`src/rtl/approx_mul_pkg.sv`:
```
// Shared constants and the bit-accurate reference model for the approximate multiplier.
package approx_mul_pkg;

  localparam int unsigned MAX_W           = 32;
  localparam int unsigned DEF_APPROX_ROWS = 6;
  localparam int unsigned N_PAIRS         = DEF_APPROX_ROWS / 2;
  localparam int unsigned HAS_ODD         = DEF_APPROX_ROWS % 2;

  function automatic int unsigned n_pairs(input int unsigned l);
    return l / 2;
  endfunction

  function automatic int unsigned has_odd(input int unsigned l);
    return l % 2;
  endfunction

  // Row 0 is the exact upper sum, then one row per merged pair, then the unpaired row.
  function automatic int unsigned num_rows(input int unsigned l);
    return n_pairs(l) + has_odd(l) + 1;
  endfunction

  // Column-by-column model of the product for operand width w and l approximated rows.
  function automatic logic [2*MAX_W-1:0] approx_ref(input logic [MAX_W-1:0] x,
                                                     input logic [MAX_W-1:0] y,
                                                     input logic             exact,
                                                     input int               w,
                                                     input int               l);
    logic [2*MAX_W-1:0] acc;
    logic               b0;
    logic               b1;
    acc = '0;
    for (int i = 0; i < w; i++) begin
      if (exact || i >= l || ((l % 2 == 1) && i == l - 1)) begin
        if (x[i]) acc = acc + ({{MAX_W{1'b0}}, y} << i);
      end
    end
    if (!exact) begin
      for (int k = 0; k < l / 2; k++) begin
        for (int c = 2 * k; c <= 2 * k + w; c++) begin
          b0 = 1'b0;
          b1 = 1'b0;
          if (c - 2 * k < w) b0 = x[2*k] & y[c-2*k];
          if (c - 2 * k - 1 >= 0 && c - 2 * k - 1 < w) b1 = x[2*k+1] & y[c-2*k-1];
          if (b0 | b1) acc = acc + ({{(2*MAX_W-1){1'b0}}, 1'b1} << c);
        end
      end
    end
    if (w < MAX_W) acc = acc & (({{(2*MAX_W-1){1'b0}}, 1'b1} << (2 * w)) - 1);
    return acc;
  endfunction

endpackage

```
`src/rtl/approx_pp_merge.sv`:
```
// Combinational partial-product stage: exact upper sum, pair-merged low rows, unpaired row.
module approx_pp_merge
  import approx_mul_pkg::*;
#(
  parameter int unsigned WIDTH       = 8,
  parameter int unsigned APPROX_ROWS = 6
) (
  input  logic [WIDTH-1:0]                                x,
  input  logic [WIDTH-1:0]                                y,
  input  logic                                            exact,
  output logic [num_rows(APPROX_ROWS)-1:0][2*WIDTH-1:0]   rows
);

  localparam int unsigned ZW       = 2 * WIDTH;
  localparam int unsigned NumPairs = n_pairs(APPROX_ROWS);
  localparam int unsigned HasOdd   = has_odd(APPROX_ROWS);

  logic [ZW-1:0] y_ext;
  assign y_ext = ZW'(y);

  assign rows[0] = (y_ext * ZW'(x >> APPROX_ROWS)) << APPROX_ROWS;

  for (genvar k = 0; k < NumPairs; k++) begin : g_pair
    logic [ZW-1:0] lo;
    logic [ZW-1:0] hi;
    assign lo = y_ext & {ZW{x[2*k]}};
    assign hi = (y_ext & {ZW{x[2*k+1]}}) << 1;
    // Exact beats add the pair; approximate beats OR it and lose the carries.
    assign rows[k+1] = (exact ? (lo + hi) : (lo | hi)) << (2 * k);
  end

  if (HasOdd != 0) begin : g_odd
    assign rows[NumPairs+1] = (y_ext & {ZW{x[APPROX_ROWS-1]}}) << (APPROX_ROWS - 1);
  end

endmodule

```
`src/rtl/approx_mul_pipe.sv`:
```
// Pipelined approximate/exact unsigned multiplier with valid/ready stream and sideband tag.
module approx_mul_pipe
  import approx_mul_pkg::*;
#(
  parameter int unsigned WIDTH       = 8,
  parameter int unsigned APPROX_ROWS = 6,
  parameter int unsigned STAGES      = 2,
  parameter int unsigned TAG_W       = 4,
  parameter int unsigned CNT_W       = 16
) (
  input  logic               clk,
  input  logic               rst,
  input  logic               in_valid,
  output logic               in_ready,
  input  logic [WIDTH-1:0]   x,
  input  logic [WIDTH-1:0]   y,
  input  logic               exact,
  input  logic [TAG_W-1:0]   in_tag,
  output logic               out_valid,
  input  logic               out_ready,
  output logic [2*WIDTH-1:0] z,
  output logic [TAG_W-1:0]   out_tag,
  output logic [CNT_W-1:0]   approx_cnt
);

  localparam int unsigned ZW    = 2 * WIDTH;
  localparam int unsigned NRows = num_rows(APPROX_ROWS);

  logic [NRows-1:0][ZW-1:0] rows;
  logic [STAGES-1:0]        valid_q;
  logic [STAGES-1:0]        can_load;
  logic [STAGES-1:0]        stage_in_valid;
  logic [TAG_W-1:0]         tag_q  [STAGES];
  logic [TAG_W-1:0]         tag_in [STAGES];
  logic [CNT_W-1:0]         cnt_q;
  logic                     in_fire;

  approx_pp_merge #(
    .WIDTH      (WIDTH),
    .APPROX_ROWS(APPROX_ROWS)
  ) u_merge (
    .x    (x),
    .y    (y),
    .exact(exact),
    .rows (rows)
  );

  // A stage can load if any stage at or after it is empty, or the output drains.
  always_comb begin
    logic full;
    can_load = '0;
    for (int k = 0; k < int'(STAGES); k++) begin
      full = 1'b1;
      for (int j = k; j < int'(STAGES); j++) full = full & valid_q[j];
      can_load[k] = out_ready | ~full;
    end
  end

  assign in_ready = can_load[0];
  assign in_fire  = in_valid & in_ready;

  for (genvar k = 0; k < STAGES; k++) begin : g_link
    if (k == 0) begin : g_first
      assign stage_in_valid[k] = in_valid;
      assign tag_in[k]         = in_tag;
    end else begin : g_next
      assign stage_in_valid[k] = valid_q[k-1];
      assign tag_in[k]         = tag_q[k-1];
    end
  end

  always_ff @(posedge clk or posedge rst) begin
    if (rst) begin
      valid_q <= '0;
      for (int k = 0; k < int'(STAGES); k++) tag_q[k] <= '0;
    end else begin
      for (int k = 0; k < int'(STAGES); k++) begin
        if (can_load[k]) begin
          valid_q[k] <= stage_in_valid[k];
          if (stage_in_valid[k]) tag_q[k] <= tag_in[k];
        end
      end
    end
  end

  if (STAGES == 1) begin : g_single
    logic [ZW-1:0] sum;
    logic [ZW-1:0] sum_q;

    always_comb begin
      sum = '0;
      for (int r = 0; r < int'(NRows); r++) sum = sum + rows[r];
    end

    always_ff @(posedge clk or posedge rst) begin
      if (rst) begin
        sum_q <= '0;
      end else if (in_fire) begin
        sum_q <= sum;
      end
    end

    assign z = sum_q;
  end else begin : g_multi
    logic [NRows-1:0][ZW-1:0] rows_q;
    logic [ZW-1:0]            acc;
    logic [ZW-1:0]            acc_q [STAGES-1];

    always_comb begin
      acc = '0;
      for (int r = 0; r < int'(NRows); r++) acc = acc + rows_q[r];
    end

    always_ff @(posedge clk or posedge rst) begin
      if (rst) begin
        rows_q <= '0;
        for (int j = 0; j < int'(STAGES) - 1; j++) acc_q[j] <= '0;
      end else begin
        if (in_fire) rows_q <= rows;
        if (can_load[1] && valid_q[0]) acc_q[0] <= acc;
        for (int j = 1; j < int'(STAGES) - 1; j++) begin
          if (can_load[j+1] && valid_q[j]) acc_q[j] <= acc_q[j-1];
        end
      end
    end

    assign z = acc_q[STAGES-2];
  end

  always_ff @(posedge clk or posedge rst) begin
    if (rst) begin
      cnt_q <= '0;
    end else if (in_fire && !exact && !(&cnt_q)) begin
      cnt_q <= cnt_q + CNT_W'(1);
    end
  end

  assign out_valid  = valid_q[STAGES-1];
  assign out_tag    = tag_q[STAGES-1];
  assign approx_cnt = cnt_q;

endmodule

```
`config.mk`:
```
export PLATFORM = sky130hd
export DESIGN_NAME = approx_mul_pipe
export DESIGN_NICKNAME = d
export VERILOG_FILES = /design/src/rtl/approx_mul_pkg.sv /design/src/rtl/approx_pp_merge.sv /design/src/rtl/approx_mul_pipe.sv
export SDC_FILE = /design/constraint.sdc
export NUM_CORES = 1
export LEC_CHECK = 0
export BUFFER_PORTS_ARGS = -buffer_cell sky130_fd_sc_hd__buf_4
export CAP_MARGIN = 25
export CORE_MARGIN = 4
export CORE_UTILIZATION = 29
export CTS_BUF_LIST = sky130_fd_sc_hd__clkbuf_8
export CTS_CLUSTER_DIAMETER = 80
export DETAILED_ROUTE_END_ITERATION = 16
export GPL_TIMING_DRIVEN = 0
export HOLD_SLACK_MARGIN = 0.15
export PLACE_DENSITY = 0.55
export SETUP_SLACK_MARGIN = 0.05
export SLEW_MARGIN = 20
export SYNTH_ARGS = -nofsm -noshare
export SYNTH_HDL_FRONTEND = slang
export SYNTH_HIERARCHICAL = 1
export SYNTH_SLANG_ARGS = --single-unit
export TNS_END_PERCENT = 100
```
`constraint.sdc`:
```
create_clock -name clk -period 3.81 [get_ports clk]
set_input_delay 1.143 -clock clk [delete_from_list [all_inputs] [get_ports clk]]
set_output_delay 1.143 -clock clk [all_outputs]
set_load 0.01 [all_outputs]
```
==> results of run 1 <==
[cell type report]
type | count | area (µm²) | share of cell area
buffer | 49 | 302 | 0.0323
clock buffer | 9 | 124 | 0.0133
clock inverter | 7 | 62.6 | 0.00671
inverter | 135 | 510 | 0.0548
multi-input combinational | 568 | 4700 | 0.505
sequential | 106 | 2650 | 0.284
tap | 372 | 465 | 0.0499
timing repair buffer | 62 | 503 | 0.0539
[cells in the final DEF, fill, tap and decap left out, types with 6 or more instances in the layout]
cell	count
xnor2_1	22
nand3_1	9
inv_1	137
ha_1	65
nand2_1	74
mux2_2	75
nand2b_1	9
a21o_1	8
clkbuf_1	12
and2_1	23
buf_2	10
conb_1	24
xor2_1	19
o21ai_0	34
fa_1	34
clkbuf_8	9
a211oi_1	11
a21oi_1	42
nor2b_1	6
buf_4	85
dfrtp_1	106
mux2i_1	7
nor3_1	7
nor2_1	33
[cells in the mapped netlist, types with 7 or more instances]
| cell type | n |
|---|---|
| nor3_1 | 7 |
| a211oi_1 | 11 |
| mux2_2 | 75 |
| mux2i_1 | 7 |
| ha_1 | 65 |
| nand2b_1 | 9 |
| inv_1 | 135 |
| nand2_1 | 74 |
| nand3_1 | 9 |
| xor2_1 | 19 |
| xnor2_1 | 22 |
| dfrtp_1 | 106 |
| nor2_1 | 33 |
| fa_1 | 34 |
| o21ai_0 | 34 |
| and2_1 | 23 |
| a21oi_1 | 42 |
| clkbuf_1 | 12 |
| buf_4 | 26 |
| a21o_1 | 8 |
| buf_2 | 10 |
[worst register-to-register path: stages (launching register included)]
cell and delay (ps):
dfrtp_1 390, inv_1 90, fa_1 440, fa_1 460
inv_1 70, ha_1 160, inv_1 50, fa_1 390
nand2b_1 190, a21oi_2 180, o21ai_2 110, o311ai_2 270
xnor2_1 140, o21ai_0 80
[metrics by stage]
| stage | hold slack, ps | utilization | area, µm² | total power, µW |
|---|---|---|---|---|
| 3_5_place_dp | 476 | 0.336 | 9140 | 4330 |
| 4_1_cts | 498 | 0.343 | 9320 | 5050 |
| 2_1_floorplan | 457 | - | 8170 | 3610 |
| 6_report | 487 | 0.343 | 9320 | 4960 |
| 3_3_place_gp | 466 | 0.334 | 9080 | 4300 |
| 5_1_grt | 523 | 0.343 | 9320 | 5480 |
[power groups by stage]
stage / logic [µW] / registers [µW] / clock network, µW
5_1_grt: 3140 / 1570 / 774
4_1_cts: 2790 / 1530 / 720
2_1_floorplan: 2030 / 1580 / 0
3_3_place_gp: 2760 / 1550 / 0
6_report: 2750 / 1530 / 686
3_5_place_dp: 2780 / 1560 / 0
[logic make-up (layout without fill, tap and decap cells)]
| group | after synthesis | count (layout) | synth area share |
|---|---|---|---|
| compound gates | 136 | 136 | 0.109 |
| flops | 106 | 106 | 0.328 |
| buf+inv | 184 | 262 | 0.100 |
| mux | 83 | 83 | 0.115 |
| other cells | 1 | 24 | 0.000464 |
| fa+ha+maj | 99 | 99 | 0.185 |
| xor+xnor | 41 | 41 | 0.0444 |
| simple gates | 185 | 185 | 0.118 |
[registers in the layout, indices dropped and copies added (netlist names)]
name	flops
g_multi.rows_q	64
tag_in	4
valid_q	2
out_tag	4
z	16
approx_cnt	16
[metal layers]
layer	up-vias	track usage	part of all wire	routed length, µm
met3	12	0.0225	0.035	601
li1	2889	-	-	-
met1	2724	0.173	0.54	9250
met4	0	0.0285	0.011	187
met5	-	0	0	0
met2	81	0.171	0.41	7020
[path summary, 6_finish.rpt]
kind                       cells past startpoint                  to  slack (ps)
max                                           11  g_multi.rows_q[41]         300
min                                            2               z[11]         490
max reg2reg                                   13               z[15]         650
min reg2reg                                    2               z[11]         490
max in group asynchronous                      4  g_multi.rows_q[54]        2310
min in group asynchronous                      2       approx_cnt[2]         760
==> metrics.csv, run 1 <==
stage,metric,value,unit
sta,setup_tns,0,ps
setup_path,cp_top_family,compound AO/OA/AOI/OAI gates,
cts,worstSkewPairLatency,380,ps
grt,antenna_found_initial,0,
floorplanning,coreArea,27200,µm²
setup_path,crit-reg2reg-launch,g_multi.rows_q[17],
worst_hold_path,hold_path_class,reg2reg,
sta,setup_violations,0,
synth,synthesis.instances,835,
floorplanning,start_util,0.297,
pwr,power_frac_seq,0.308,
grt,grt_usage,0.115,
drt,antenna_left,0,
synth,yosysWarnings,6,
floorplanning,dieHeight,175,µm
drt,num_vias,5706,
cts,postCtsHoldBufs,0,
pwr,ir_drop,0.246,mV
grt,grt-ovfl-total,0,
cts,cts_tree,built,
grt,grt_pass1_wl,28900,µm
cts,post_cts_resized,0,
sta,hold_violations,0,
drt,wire_per_inst,13.0,µm
setup_path,critPathMostFrequentCell,inv_1,
setup_path,crit_path_end_kind,flop,
synth,synth-async-reset-ratio,1.00,
pwr,combPwrFrac,0.553,
run,cap_violations,0,
synth,synth_area,8080,µm²
sta,slew_headroom,0.600,
status,run_status,completed,
sta,fmax,0.285,GHz
synth,synth_edf_count,0,
final_layout,diodes,0,
setup_path,start_kind,input pin,
synth,synth_seq_cells,106,
pwr,p_sw_frac,0.400,
drt,drtPass1Iterations,4,
placement,pre_cts_ws,88.0,ps
synth,post-synth-top-area-fraction,0.328,
cts,cts_buffer_depth,2,
grt,grt_pass1_vias,5665,
pwr,clock_power_share,0.138,
grt,grt_max_degree,33,
placement,dp.cells,1292,
setup_path,path_max_fanout,9,
sta,finClkSkew,10.5,ps
setup_path,critical-path-max-stage-delay,560,ps
cts,cts.sinks,106,
placement,dp_hpwl,13700,µm
setup_path,worstPathCellList,clkbuf_1 > nand2_1 > inv_1 > ha_1 > inv_1 > fa_1 > nand2b_1 > a21oi_1 > nor2_1 > a311oi_1 > mux2_2,
synth,synth.avg_cell_area,9.68,µm²
cts,clockRootBuffer,clkbuf_8,
placement,io_buffers,59,
pwr,p_per_area,532,nW/µm²
pwr,p_sw,1980,µW
setup_path,crit_slowest_cell,a311oi_1,
cts,clkTransAtPathRegs,100,ps
drt,via_per_inst,4.36,
final_layout,syn2layout_area_growth,15.4,%
drt,wl,17100,µm
setup_path,critical_path_class,in2reg,
cts,postCtsSetupBuffers,0,
floorplanning,die_w,175,µm
sta,setup_slack,304,ps
synth,synth.distinct_cells,62,
final_layout,final_cell_count_no_fill,1308,
cts,numCtsBuffers,9,
sta,min_period,3510,ps
pwr,p_int,2980,µW
floorplanning,io_pins,63,
synth,ys_seq_area_frac,0.328,
final_layout,nNetsFinal,1055,
sta,fin_crit_sh,0.920,
final_layout,fill_cells,2860,
pwr,power_leakage,0.00470,µW
synth,synthFlopType,dfrtp_1,
drt,first_iter_violations,150,
synth,synthTopCellsByArea,"dfrtp_1 33%, mux2_2 10%, ha_1 10%, fa_1 8.4%, inv_1 6.3%",
cts,h-tree-depth,3,
placement,place.gp.congestion,0.845,
setup_path,arrival,3830,ps
drt,drc_errors,0,
sta,drv_slew,0,
synth,yosysTopAreaCell,dfrtp_1,
worst_hold_path,min_from,z[11],
setup_path,critPathRequiredTime,4130,ps
sta,worst_pin_slew,595,ps
floorplanning,die_area,30600,µm²
floorplanning,rows,60,
setup_path,crit_start,x[3],
final_layout,layout-drive-gt1-share,0.222,
setup_path,path_buf_inv,3,
sta,rsz0062_at_grt,false,
(Power assumes the default switching activity.)
==> inputs of run 2 (changes only) <==
--- a/config.mk
+++ b/config.mk
@@ -5,6 +5,7 @@
 export SDC_FILE = /design/constraint.sdc
 export NUM_CORES = 1
 export LEC_CHECK = 0
+export ABC_AREA = 1
 export BUFFER_PORTS_ARGS = -buffer_cell sky130_fd_sc_hd__buf_4
 export CAP_MARGIN = 25
 export CORE_MARGIN = 4
==> run 2 against run 1 <==
- sequential power about the same
- combinational power increased by 17%
- synthesized cell count increased by 42%
- wire length increased by 23%
- fmax increased by 15%
- sequential cell count unchanged
- non-clock buffer count increased by 1
- critical path depth increased by 2
- die area increased by 5.9%
- utilization decreased by 0.56 points
==> metrics.csv, run 2 <==
stage,metric,value,unit,change
status,run_status,completed,,
placement,dp.cells,1644,,+27%
cts,postCtsSetupBuffers,0,,unchanged
grt,grt_pass1_wl,35900,µm,+24%
setup_path,arrival,3350,ps,-480 ps
synth,synth_common_cells,"347 x nand2_1, 222 x inv_1, 106 x dfrtp_1",,
synth,synth.distinct_cells,42,,-32%
sta,finClkSkew,16.4,ps,+5.97 ps
placement,place.gp.congestion,0.837,,-0.97%
cts,cts_buffer_depth,2,,unchanged
synth,yosysTopAreaCell,dfrtp_1,,
synth,synth_edf_count,0,,unchanged
pwr,ir_drop,0.273,mV,+11%
synth,synth_area,8580,µm²,+6.2%
drt,drc_errors,0,,unchanged
synth,yosysMostFrequentCell,nand2_1,,
cts,clockRootBuffer,clkbuf_8,,
setup_path,path_max_fanout,3,,-6
synth,post-synth-top-area-fraction,0.309,,-0.0191
sta,drv_slew,0,,unchanged
synth,ys_seq_area_frac,0.309,,-0.0191
worst_hold_path,hold_path_class,reg2reg,,
synth,synthFlopType,dfrtp_1,,
sta,setup_tns,0,ps,unchanged
setup_path,critical_path_class,reg2reg,,
synth,synthTopCellsByArea,"dfrtp_1 31%, nand2_1 15%, inv_1 9.7%, ha_1 9.5%, fa_1 7.9%",,
floorplanning,rows,62,,+3.3%
sta,worst_pin_slew,566,ps,-29.6 ps
synth,synthesis.instances,1188,,+42%
floorplanning,die_area,32400,µm²,+5.9%
final_layout,syn2layout_area_growth,13.8,%,
cts,cts.sinks,106,,unchanged
placement,dp_hpwl,16700,µm,+21%
floorplanning,die_w,180,µm,+2.9%
cts,h-tree-depth,3,,unchanged
drt,first_iter_violations,432,,+190%
synth,synth.avg_cell_area,7.22,µm²,-25%
grt,grt_usage,0.134,,+0.0182
final_layout,layout-drive-gt1-share,0.114,,-0.108
floorplanning,io_pins,63,,unchanged
sta,rsz0062_at_grt,false,,
sta,fmax,0.327,GHz,+15%
setup_path,crit_path_end_kind,flop,,
cts,postCtsHoldBufs,0,,unchanged
floorplanning,start_util,0.296,,-0.000821
final_layout,largest_register_ffs,64,,unchanged
pwr,p_per_area,565,nW/µm²,+6.2%
cts,numCtsBuffers,9,,unchanged
floorplanning,coreArea,28900,µm²,+6.5%
sta,slew_headroom,0.623,,+0.0224
drt,drtPass1Iterations,5,,+1
cts,post_cts_resized,0,,unchanged
grt,grt-ovfl-total,0,,unchanged
grt,grt_max_degree,33,,unchanged
placement,io_buffers,46,,-22%
drt,wl,20900,µm,+23%
pwr,total_power,5520,µW,+11%
run,cap_violations,0,,unchanged
synth,synth_seq_cells,106,,unchanged
sta,fin_crit_sh,0.804,,-0.117
cts,cts_tree,built,,
pwr,power_leakage,0.00565,µW,+20%
grt,grt_pass1_vias,7025,,+24%
sta,setup_violations,0,,unchanged
final_layout,fill_cells,3079,,+7.7%
setup_path,critPathRequiredTime,4100,ps,-30 ps
sta,min_period,3060,ps,-444 ps
sta,hold_violations,0,,unchanged
cts,worstSkewPairLatency,390,ps,about the same
final_layout,nNetsFinal,1395,,+32%
grt,antenna_found_initial,0,,unchanged
drt,num_vias,7145,,+25%
setup_path,start_kind,flop,,
final_layout,final_common_cell,nand2_1,,
cts,clkTransAtPathRegs,100,ps,about the same
drt,wire_per_inst,12.6,µm,-3.3%
drt,via_per_inst,4.30,,-1.3%
final_layout,top_register,g_multi.rows_q,,
floorplanning,dieHeight,180,µm,+2.9%
synth,synth-async-reset-ratio,1.00,,unchanged
final_layout,layout_common_cells,"347 x nand2_1, 223 x inv_1, 106 x dfrtp_1, 97 x nor2_1, 85 x a21oi_1",,
final_layout,diodes,0,,unchanged
drt,antenna_left,0,,unchanged
final_layout,final_cell_count_no_fill,1660,,+27%
synth,yosysWarnings,6,,unchanged
[run 2: area by class of cell]
| type | instances | area, µm² | share of cell area |
|---|---|---|---|
| Multi-Input combinational cell | 813 | 4770 | 0.488 |
| Sequential cell | 106 | 2650 | 0.272 |
| Inverter | 229 | 866 | 0.0887 |
| Tap cell | 384 | 480 | 0.0492 |
| Timing Repair Buffer | 49 | 405 | 0.0415 |
| Buffer | 63 | 384 | 0.0393 |
| Clock buffer | 9 | 124 | 0.0127 |
| Clock inverter | 7 | 86.3 | 0.00884 |
[run 2: per-layer routing]
layer | part of all wire | up-vias | global-route usage
li1 | - | 3730 | -
met1 | 0.51 | 3251 | 0.195
met2 | 0.43 | 149 | 0.208
met3 | 0.043 | 15 | 0.0178
met4 | 0.013 | 0 | 0.0369
met5 | 0 | - | 0
[run 2: where the power goes]
| group | leakage, µW | switching [µW] | internal, µW |
|---|---|---|---|
| Clock | 0.000116 | 399 | 365 |
| Sequential | 0.00126 | 142 | 1390 |
| Combinational | 0.00427 | 1960 | 1260 |
[run 2: path summary, 6_finish.rpt]
kind	startpoint	end	slack, ps	cells past startpoint
max	g_multi.rows_q[1]	z[13]	750	13
min	tag_in[3]	out_tag[3]	470	2
max reg2reg	g_multi.rows_q[1]	z[13]	750	13
min reg2reg	tag_in[3]	out_tag[3]	470	2
max in group asynchronous	rst	g_multi.rows_q[45]	2290	4
min in group asynchronous	rst	tag_in[0]	780	2
[run 2: through the flow]
step                worst slack (ps)  cell area (µm²)  utilization  hold WS, ps
CTS                              702             9760        0.337          477
detailed placement               568             9550        0.330          451
finish                           748             9760        0.337          475
global route                     491             9760        0.337          506
floorplan                       1080             8670            -          436
global placement                 566             9490        0.328          442
[run 2: critical path, stage by stage, from the launching register on]
cell,delay [ps]
dfrtp_1,330
inv_1,80
fa_1,580
fa_1,420
inv_1,70
ha_1,200
inv_1,80
fa_1,420
o21ai_0,350
nand3_1,160
nand3_1,100
nand2_1,50
nand3_1,70
nand2_1,50
[run 2: cell families (layout without fill, tap and decap cells)]
family          after synthesis  in the layout  share of synthesized area
compound gates              119            119                     0.0729
xor+xnor                     18             18                     0.0184
fa+ha+maj                    99             99                      0.174
buf+inv                     292            357                      0.145
flops                       106            106                      0.309
mux                          16             16                     0.0206
other cells                   1             24                   0.000437
simple gates                537            537                      0.259
==> inputs of run 3 (changes only) <==
--- a/config.mk
+++ b/config.mk
@@ -15,7 +15,7 @@
 export DETAILED_ROUTE_END_ITERATION = 16
 export GPL_TIMING_DRIVEN = 0
 export HOLD_SLACK_MARGIN = 0.15
-export PLACE_DENSITY = 0.55
+export PLACE_DENSITY = 0.53
 export SETUP_SLACK_MARGIN = 0.05
 export SLEW_MARGIN = 20
 export SYNTH_ARGS = -nofsm -noshare
==> constraint.sdc (replaced) <==
create_clock -name clk -period 3.14 [get_ports clk]
set_input_delay 0.942 -clock clk [delete_from_list [all_inputs] [get_ports clk]]
set_output_delay 0.942 -clock clk [all_outputs]
set_load 0.01 [all_outputs]
==> run 3 against run 2 <==
- sequential cell count unchanged
- non-clock buffer count unchanged
- sequential share of layout area unchanged
- largest power group unchanged
- highest routed layer unchanged
==> metrics.csv, run 3 (synthesized netlist as in run 2, its figures left out) <==
stage,metric,value,unit,change
status,run_status,completed,,
cts,clkTransAtPathRegs,100,ps,about the same
sta,finClkSkew,15.0,ps,-1.40 ps
grt,grt-ovfl-total,0,,unchanged
sta,setup_violations,0,,unchanged
sta,slew_headroom,0.519,,-0.104
grt,grt_pass1_vias,6921,,-1.5%
final_layout,top_register,g_multi.rows_q,,
grt,grt_pass1_wl,35500,µm,-1.3%
worst_hold_path,hold_path_class,reg2reg,,
placement,dp_hpwl,17100,µm,+2.6%
cts,worstSkewPairLatency,390,ps,about the same
sta,rsz0062_at_grt,false,,
cts,cts_buffer_depth,2,,unchanged
cts,clockRootBuffer,clkbuf_8,,
setup_path,crit_slowest_cell,fa_1,,
worst_hold_path,holdPathEnd,out_tag[3],,
final_layout,layout-drive-gt1-share,0.116,,+0.00175
pwr,p_per_area,682,nW/µm²,+21%
pwr,power_leakage,0.00564,µW,-0.21%
drt,wl,21200,µm,+1.2%
sta,min_period,2870,ps,-189 ps
setup_path,arrival,3150,ps,-200 ps
sta,fin_crit_sh,0.915,,+0.111
drt,antenna_left,0,,unchanged
cts,h-tree-depth,3,,unchanged
setup_path,crit-reg2reg-launch,g_multi.rows_q[17],,
sta,whs,469,ps,-6.11 ps
cts,postCtsSetupBuffers,0,,unchanged
floorplanning,die_area,32400,µm²,unchanged
setup_path,reg2reg_slack,270,ps,-480 ps
cts,cts_tree,built,,
worst_hold_path,min_delay_path_depth,2,,unchanged
floorplanning,start_util,0.296,,unchanged
final_layout,syn2layout_area_growth,13.8,%,unchanged
setup_path,critPathRequiredTime,3420,ps,-680 ps
placement,place.gp.congestion,0.827,,-1.2%
final_layout,final_common_cell,nand2_1,,
setup_path,path_max_fanout,3,,unchanged
cts,cts.sinks,106,,unchanged
sta,drv_slew,0,,unchanged
sta,hold_violations,0,,unchanged
setup_path,critical_path_class,reg2reg,,
final_layout,layout_common_cells,"347 x nand2_1, 222 x inv_1, 106 x dfrtp_1, 97 x nor2_1, 85 x a21oi_1",,
grt,grt_max_degree,33,,unchanged
pwr,total_power,6660,µW,+21%
final_layout,nNetsFinal,1395,,unchanged
cts,numCtsBuffers,9,,unchanged
worst_hold_path,min_from,tag_in[3],,
sta,worst_pin_slew,720,ps,+154 ps
setup_path,start_kind,flop,,
sta,setup_tns,0,ps,unchanged
final_layout,final_cell_count_no_fill,1658,,-0.12%
floorplanning,io_pins,63,,unchanged
cts,postCtsHoldBufs,0,,unchanged
setup_path,r2r_cells,13,,unchanged
setup_path,worstPathCellList,inv_1 > fa_1 > fa_1 > inv_1 > ha_2 > inv_1 > fa_2 > o21ai_1 > nand3_1 > nand3_1 > nand2_1 > nand3_1 > nand2_1,,
floorplanning,rows,62,,unchanged
floorplanning,coreArea,28900,µm²,unchanged
final_layout,diodes,0,,unchanged
pwr,ir_drop,0.295,mV,+8.1%
setup_path,crit_start,g_multi.rows_q[17],,
final_layout,largest_register_ffs,64,,unchanged
setup_path,crit_path_end_kind,flop,,
placement,io_buffers,46,,unchanged
drt,wire_per_inst,12.8,µm,+1.4%
setup_path,path_buf_inv,3,,unchanged
drt,num_vias,7115,,-0.42%
setup_path,critical-path-max-stage-delay,460,ps,-120 ps
setup_path,cp_top_family,adder cells,,
placement,dp.cells,1644,,unchanged
grt,grt_usage,0.133,,-0.000199
floorplanning,dieHeight,180,µm,unchanged
sta,fmax,0.348,GHz,+6.6%
setup_path,r2r_end,z[13],,
drt,via_per_inst,4.29,,-0.30%
floorplanning,die_w,180,µm,unchanged
drt,drc_errors,0,,unchanged
run,cap_violations,0,,unchanged
drt,first_iter_violations,397,,-8.1%
drt,drtPass1Iterations,5,,unchanged
grt,antenna_found_initial,0,,unchanged
-- run 3: changes by cell type in the layout (fill, tap and decap cells not counted), sizes merged --
cell and delta:
clkinv -3, clkbuf +2, bufinv -1, clkinvlp +1, inv -1
-- run 3: worst max-delay path by stage --
stage / slack [ps] / end / depth (start not counted)
final: 270 / z[13] / 13
after global routing: 80 / z[9] / 15
after CTS: 150 / z[9] / 15
after detailed placement: 60 / z[13] / 13
after global placement: 60 / z[13] / 13
after floorplan: 420 / z[13] / 13
-- run 3: stage by stage --
stage | worst slack [ps] | instance area, µm² | util
4_1_cts | 152 | 9750 | 0.337
2_1_floorplan | 416 | 8670 | -
6_report | 267 | 9760 | 0.337
3_5_place_dp | 60.3 | 9560 | 0.330
3_3_place_gp | 56.1 | 9490 | 0.328
5_1_grt | 75.3 | 9760 | 0.337
-- run 3: timing repair --
| action | CTS | global route |
|---|---|---|
| resized for setup | 1 | 3 |
| setup endpoints to repair | 1 | 3 |
| cloned | 0 | 0 |
| endpoints found under the hold margin | 0 | 0 |
-- run 3: worst min-delay path: stages (launching register included) --
cell and delay (ps):
dfrtp_1 350, nand2_1 50, nand2_1 40
-- run 3: power breakdown --
group / internal [µW] / switching, µW
registers: 1680 / 166
clock network: 401 / 461
logic: 1550 / 2400
total: 3630 / 3030
-- run 3: routing by layer --
| layer | wire length, µm | GRT usage | part of all wire | vias to the layer above |
|---|---|---|---|---|
| met4 | 232 | 0.0302 | 0.011 | 0 |
| met2 | 9310 | 0.208 | 0.44 | 112 |
| met1 | 10900 | 0.195 | 0.51 | 3274 |
| li1 | - | - | - | 3718 |
| met5 | 0 | 0 | 0 | - |
| met3 | 753 | 0.0208 | 0.036 | 11 |
-- run 3: layout make-up --
cell class	instances	area, µm²
Multi-Input combinational cell	813	4780
Inverter	229	866
Clock buffer	11	151
Tap cell	384	480
Clock inverter	3	41.3
Timing Repair Buffer	49	413
Sequential cell	106	2650
Buffer	63	384
Fill cell	3114	19200
